## src/rtl/mem_ctrl.sv

```systemverilog
// Byte-serialising memory controller: arbitrates instruction fetch and load/store
// requests onto a byte-wide RAM/IO bus and returns assembled, extended results.
module mem_ctrl (
    input  logic        clk,
    input  logic        rst,
    input  logic        rdy,
    input  logic [7:0]  mem_din,
    output logic [7:0]  mem_dout,
    output logic [31:0] mem_a,
    output logic        mem_wr,
    input  logic        io_buffer_full,
    input  logic        wrong_commit,
    input  logic        inst_fetch_enable,
    input  logic [31:0] inst_fetch_addr,
    output logic        inst_valid,
    output logic [31:0] inst_res,
    input  logic        load_store_enable,
    input  logic [31:0] load_store_addr,
    input  logic [31:0] load_store_data,
    input  logic        load_or_store,
    input  logic [6:0]  load_store_op,
    output logic        mem_valid,
    output logic [31:0] mem_res
);
    localparam logic [6:0] LB  = 7'd0;
    localparam logic [6:0] LH  = 7'd1;
    localparam logic [6:0] LW  = 7'd2;
    localparam logic [6:0] LBU = 7'd3;
    localparam logic [6:0] LHU = 7'd4;
    localparam logic [6:0] SB  = 7'd5;
    localparam logic [6:0] SH  = 7'd6;
    localparam logic [6:0] SW  = 7'd7;

    typedef enum logic [2:0] {S_IDLE, S_FETCH, S_LOAD, S_STORE, S_DONE} state_e;

    state_e      state_q, state_d;
    logic [2:0]  cnt_q, cnt_d;
    logic [2:0]  len_q, len_d;
    logic [31:0] base_q, base_d;
    logic [31:0] wdata_q, wdata_d;
    logic [6:0]  op_q, op_d;
    logic [31:0] buf_q, buf_d;
    logic [7:0]  skid_q, skid_d;
    logic        skid_vld_q, skid_vld_d;
    logic [31:0] mem_a_q, mem_a_d;
    logic [7:0]  mem_dout_q, mem_dout_d;
    logic        mem_wr_q, mem_wr_d;
    logic        mem_valid_q, mem_valid_d;
    logic [31:0] mem_res_q, mem_res_d;
    logic        inst_valid_q, inst_valid_d;
    logic [31:0] inst_res_q, inst_res_d;

    logic        io_stall_c;
    logic [7:0]  rd_byte_c;
    logic [1:0]  rd_idx_c;
    logic [31:0] word_c;
    logic [31:0] ext_c;

    function automatic logic [2:0] len_of(input logic [6:0] op);
        case (op)
            LB, LBU, SB: return 3'd1;
            LH, LHU, SH: return 3'd2;
            default:     return 3'd4;
        endcase
    endfunction

    assign io_stall_c = !load_or_store && (load_store_addr[17:16] == 2'b11) && io_buffer_full;
    // The RAM keeps running while rdy is low, so the byte in flight at the first
    // stalled edge is parked and consumed on resume in place of the bus value.
    assign rd_byte_c  = skid_vld_q ? skid_q : mem_din;
    assign rd_idx_c   = 2'(cnt_q - 3'd2);

    always_comb begin
        word_c = buf_q;
        word_c[{rd_idx_c, 3'b000} +: 8] = rd_byte_c;
    end

    always_comb begin
        case (op_q)
            LB:      ext_c = {{24{word_c[7]}}, word_c[7:0]};
            LH:      ext_c = {{16{word_c[15]}}, word_c[15:0]};
            LBU:     ext_c = {24'd0, word_c[7:0]};
            LHU:     ext_c = {16'd0, word_c[15:0]};
            default: ext_c = word_c;
        endcase
    end

    // Next-state and registered-output logic.
    always_comb begin
        state_d      = state_q;
        cnt_d        = cnt_q;
        len_d        = len_q;
        base_d       = base_q;
        wdata_d      = wdata_q;
        op_d         = op_q;
        buf_d        = buf_q;
        skid_d       = skid_q;
        skid_vld_d   = skid_vld_q;
        mem_a_d      = mem_a_q;
        mem_dout_d   = mem_dout_q;
        mem_wr_d     = mem_wr_q;
        mem_valid_d  = mem_valid_q;
        mem_res_d    = mem_res_q;
        inst_valid_d = inst_valid_q;
        inst_res_d   = inst_res_q;
        if (!rdy) begin
            if (!skid_vld_q) begin
                skid_d     = mem_din;
                skid_vld_d = 1'b1;
            end
        end else begin
            skid_vld_d   = 1'b0;
            mem_valid_d  = 1'b0;
            inst_valid_d = 1'b0;
            case (state_q)
                S_IDLE: begin
                    if (load_store_enable && !io_stall_c) begin
                        base_d  = load_store_addr;
                        wdata_d = load_store_data;
                        op_d    = load_store_op;
                        len_d   = len_of(load_store_op);
                        cnt_d   = 3'd1;
                        mem_a_d = load_store_addr;
                        if (load_or_store) begin
                            state_d  = S_LOAD;
                            mem_wr_d = 1'b0;
                        end else begin
                            state_d    = S_STORE;
                            mem_wr_d   = 1'b1;
                            mem_dout_d = load_store_data[7:0];
                        end
                    end else if (inst_fetch_enable && !wrong_commit) begin
                        base_d   = inst_fetch_addr;
                        len_d    = 3'd4;
                        cnt_d    = 3'd1;
                        mem_a_d  = inst_fetch_addr;
                        mem_wr_d = 1'b0;
                        state_d  = S_FETCH;
                    end
                end
                S_FETCH, S_LOAD: begin
                    if (state_q == S_FETCH && wrong_commit) begin
                        state_d = S_IDLE;
                        cnt_d   = 3'd0;
                    end else begin
                        if (cnt_q >= 3'd2) buf_d = word_c;
                        if (cnt_q < len_q) mem_a_d = base_q + 32'(cnt_q);
                        cnt_d = cnt_q + 3'd1;
                        if (cnt_q == 3'(len_q + 3'd1)) begin
                            state_d = S_DONE;
                            cnt_d   = 3'd0;
                            if (state_q == S_FETCH) begin
                                inst_valid_d = 1'b1;
                                inst_res_d   = word_c;
                            end else begin
                                mem_valid_d = 1'b1;
                                mem_res_d   = ext_c;
                            end
                        end
                    end
                end
                S_STORE: begin
                    if (cnt_q < len_q) begin
                        mem_a_d    = base_q + 32'(cnt_q);
                        mem_dout_d = wdata_q[{cnt_q[1:0], 3'b000} +: 8];
                        cnt_d      = cnt_q + 3'd1;
                    end else begin
                        mem_wr_d    = 1'b0;
                        mem_valid_d = 1'b1;
                        mem_res_d   = 32'd0;
                        state_d     = S_DONE;
                        cnt_d       = 3'd0;
                    end
                end
                S_DONE:  state_d = S_IDLE;
                default: state_d = S_IDLE;
            endcase
        end
    end

    always_ff @(posedge clk or posedge rst) begin
        if (rst) begin
            state_q      <= S_IDLE;
            cnt_q        <= 3'd0;
            len_q        <= 3'd0;
            base_q       <= 32'd0;
            wdata_q      <= 32'd0;
            op_q         <= 7'd0;
            buf_q        <= 32'd0;
            skid_q       <= 8'd0;
            skid_vld_q   <= 1'b0;
            mem_a_q      <= 32'd0;
            mem_dout_q   <= 8'd0;
            mem_wr_q     <= 1'b0;
            mem_valid_q  <= 1'b0;
            mem_res_q    <= 32'd0;
            inst_valid_q <= 1'b0;
            inst_res_q   <= 32'd0;
        end else begin
            state_q      <= state_d;
            cnt_q        <= cnt_d;
            len_q        <= len_d;
            base_q       <= base_d;
            wdata_q      <= wdata_d;
            op_q         <= op_d;
            buf_q        <= buf_d;
            skid_q       <= skid_d;
            skid_vld_q   <= skid_vld_d;
            mem_a_q      <= mem_a_d;
            mem_dout_q   <= mem_dout_d;
            mem_wr_q     <= mem_wr_d;
            mem_valid_q  <= mem_valid_d;
            mem_res_q    <= mem_res_d;
            inst_valid_q <= inst_valid_d;
            inst_res_q   <= inst_res_d;
        end
    end

    assign mem_a      = mem_a_q;
    assign mem_dout   = mem_dout_q;
    assign mem_wr     = mem_wr_q;
    assign mem_valid  = mem_valid_q;
    assign mem_res    = mem_res_q;
    assign inst_valid = inst_valid_q;
    assign inst_res   = inst_res_q;

endmodule

```

## config.mk

```make
export PLATFORM = sky130hd
export DESIGN_NAME = mem_ctrl
export DESIGN_NICKNAME = d
export VERILOG_FILES = /design/src/rtl/mem_ctrl.sv
export SDC_FILE = /design/constraint.sdc
export NUM_CORES = 1
export LEC_CHECK = 0
export CAP_MARGIN = 20
export CORE_AREA = 2 2 169 171
export CTS_BUF_LIST = sky130_fd_sc_hd__clkbuf_4
export CTS_CLUSTER_DIAMETER = 200
export CTS_CLUSTER_SIZE = 14
export DETAILED_ROUTE_END_ITERATION = 16
export DIE_AREA = 0 0 171 173
export GPL_ROUTABILITY_DRIVEN = 0
export PLACE_DENSITY_LB_ADDON = 0.08
export SETUP_SLACK_MARGIN = 0.2
export SLEW_MARGIN = 15
export SYNTH_ARGS = -nofsm -noshare
export SYNTH_HDL_FRONTEND = slang
export SYNTH_SLANG_ARGS = --single-unit
```

## constraint.sdc

```tcl
create_clock -name clk -period 8.25 [get_ports clk]
set_input_delay 1.2375 -clock clk [delete_from_list [all_inputs] [get_ports clk]]
set_output_delay 1.2375 -clock clk [all_outputs]
set_load 0.03 [all_outputs]
```

==> impl_metrics.ini <==
[yosys]
yosysSeqAreaShare = 0.524
synth-compound-area-share = 0.151
avgSynthCellArea_um2 = 10.1
synthMuxAreaShare = 0.103
synth_edf_count = 0
ys_seq_elements = 228
synth.distinct_cells = 59
yosys_warnings = 0
syn_inst = 1081
synth_nets = 1214
yosys.area.top_type = dfrtp_1
synth_area_leaders = dfrtp_1 (52%), mux2_2 (6.9%), nand2_1 (6.5%)
synth_top_family_by_area = compound AO/OA/AOI/OAI gates
synthAdderAreaFrac = 0.0168
netlist_area_mm2 = 0.0109
synth_top_area_share = 0.524
synthSimpleGateAreaFrac = 0.149
ys.flop_type = dfrtp_1
synthXorXnorAreaFrac = 0.0247
synth-async-reset-ratio = 1.00

[global_routing]
grt_start_max_net_pins = 100
antenna_found_initial = 1
grt_pass1_vias = 8488
grt_pass1_wl_um = 46400
grt-ovfl-total = 0
grt_use_total = 0.195

[worst_setup_path]
worstPathMaxFanout = 17
critPathKind = flop to flop
rr_startpoint = cnt_q[0]
crit_required_ns = 8.85
startpoint = cnt_q[0]
cp-start-kind = flop
worstSetupEndpointType = flop
crit_arrival_ns = 4.55

[status]
status = finished, final reports clean

[clock_network]
cts_tree = yes
cts-root-buf = clkbuf_4
post_cts.repair.setup_buffers = 0
cts_buffers = 20
cts_sinks = 228
clk_latency_ns = 0.67
clk_path_buf_depth = 3
postCtsHoldBufs = 0
clkTransAtPathRegs_ns = 0.15
h-tree-depth = 1
cts_resized = 0

[final_layout]
layoutNonFillerInstCount = 1655
drive_above_1_share = 0.100
num-nets-final = 1409
area_delta_synth_final_pct = 25.9

[timing]
finalHoldViolCount = 0
rsz0062_at_grt = false
tightest_slew_ns = 0.958
max_slew_margin = 0.360
fin_crit_sh = 0.479
setup_violations = 0
fin_skew_ns = 0.0411
slew_violations = 0
max_freq_mhz = 253
setup_tns_ns = 0
min_period_ns = 3.95

[route]
wl_um = 28500
vias_per_cell = 5.05
ant_nets = 0
firstDrtPassIters = 4
dr.first_iter.drc_count = 462
drcViolationCount = 0
wl_per_cell_um = 17.2
route.vias.total = 8364

[place]
port_buffers = 225
hpwl_um = 20100
dp.cells = 1630

[die]
die-area_mm2 = 0.0296
rows = 61
chipWidth_um = 171
core_mm2 = 0.0276
start_util = 0.394
io_pins = 226
die_h_um = 173

[power]
power_density_mw_per_mm2 = 320
p_leak_nw = 6.02
ir_worst_vdd_mv = 0.146

[run]
max_cap_viol_count = 0

[min_path]
hp-start = inst_res[16]
holdCritPathClass = flop to flop
[metal layers]
layer,share of wire,track usage,up-vias
met5,0,0,-
met4,0.020,0.0399,0
met3,0.052,0.0355,34
met2,0.48,0.324,197
met1,0.45,0.268,3980
li1,-,-,4153
[layout by cell type (no fill, tap or decap), types with 21 or more instances in the layout]
master and count:
mux2_2 67, nor2b_1 36, clkdlybuf4s50_1 225, inv_1 21, a21oi_1 95, clkbuf_4 21
nor2_1 54, nand2_1 189, dfrtp_1 228, o21ai_0 92
[layout make-up]
type / count / area (um^2)
inverters: 23 / 93.8
diodes: 1 / 2.50
clock buffers: 21 / 158
fillers: 2680 / 13900
well taps: 378 / 473
flip-flops and latches: 228 / 5710
repair buffers: 239 / 2400
multi-input cells: 764 / 4870
clock inverters: 1 / 11.3
[registers in the layout (all words and copies together) (netlist names), 3 cells and up]
signal	count
skid_q	8
len_q	3
buf_q	32
inst_res	32
state_q	3
op_q	7
base_q	32
mem_dout	8
cnt_q	3
mem_res	32
wdata_q	32
mem_a	32
[through the flow]
stage	utilization	power (mW)	cell area, um^2	hold WS [ns]	setup WS (ns)
2_1_floorplan	-	3.19	10900	0.450	0.765
3_3_place_gp	0.488	3.92	13500	0.461	3.71
3_5_place_dp	0.488	3.95	13500	0.469	3.71
4_1_cts	0.494	4.44	13700	0.501	4.20
5_1_grt	0.496	4.74	13700	0.515	3.91
6_report	0.496	4.39	13700	0.491	4.30
[worst paths after layout]
path | to | slack (ns) | cells past startpoint
worst max-delay path | mem_res[25] | 4.30 | 8
worst min-delay path | inst_res[16] | 0.49 | 2
worst max register to register | mem_res[25] | 4.30 | 8
worst min register to register | inst_res[16] | 0.49 | 2
max in group asynchronous | state_q[2] | 5.81 | 3
min in group asynchronous | wdata_q[12] | 1.08 | 2
[where the power goes]
part	leakage, nW	switching [mW]	total (mW)	internal [mW]
clock	0.103	0.364	0.486	0.121
combinational	3.00	1.13	2.05	0.920
sequential	2.92	0.326	1.86	1.53
total	6.02	1.82	4.39	2.57
[worst max-delay path, stage by stage (launching register included)]
cell and delay (ns):
dfrtp_1 0.94, inv_1 0.30, ha_1 0.47, and4b_1 0.45, a21oi_1 0.25, nor3_2 0.48
nor2_1 0.17, nor3_4 0.59, a22o_1 0.23
[synth_stat cells, drive strengths merged (14+ instances only)]
cell type and count:
mux2i 19, a21oi 95, nand2 190, mux2 67, o31ai 14, dfrtp 228, inv 23, nor2b 36
xor2 14, nor2 55, xnor2 14, o21ai 93, a21o 16, a22o 18, clkbuf 56
[logic make-up after synthesis]
group / Yosys count
compound gates: 273
xor+xnor: 29
fa+ha+maj: 14
buf+inv: 89
flops: 228
mux: 94
simple gates: 354
Note: power is estimated with default switching activity, not from simulation.
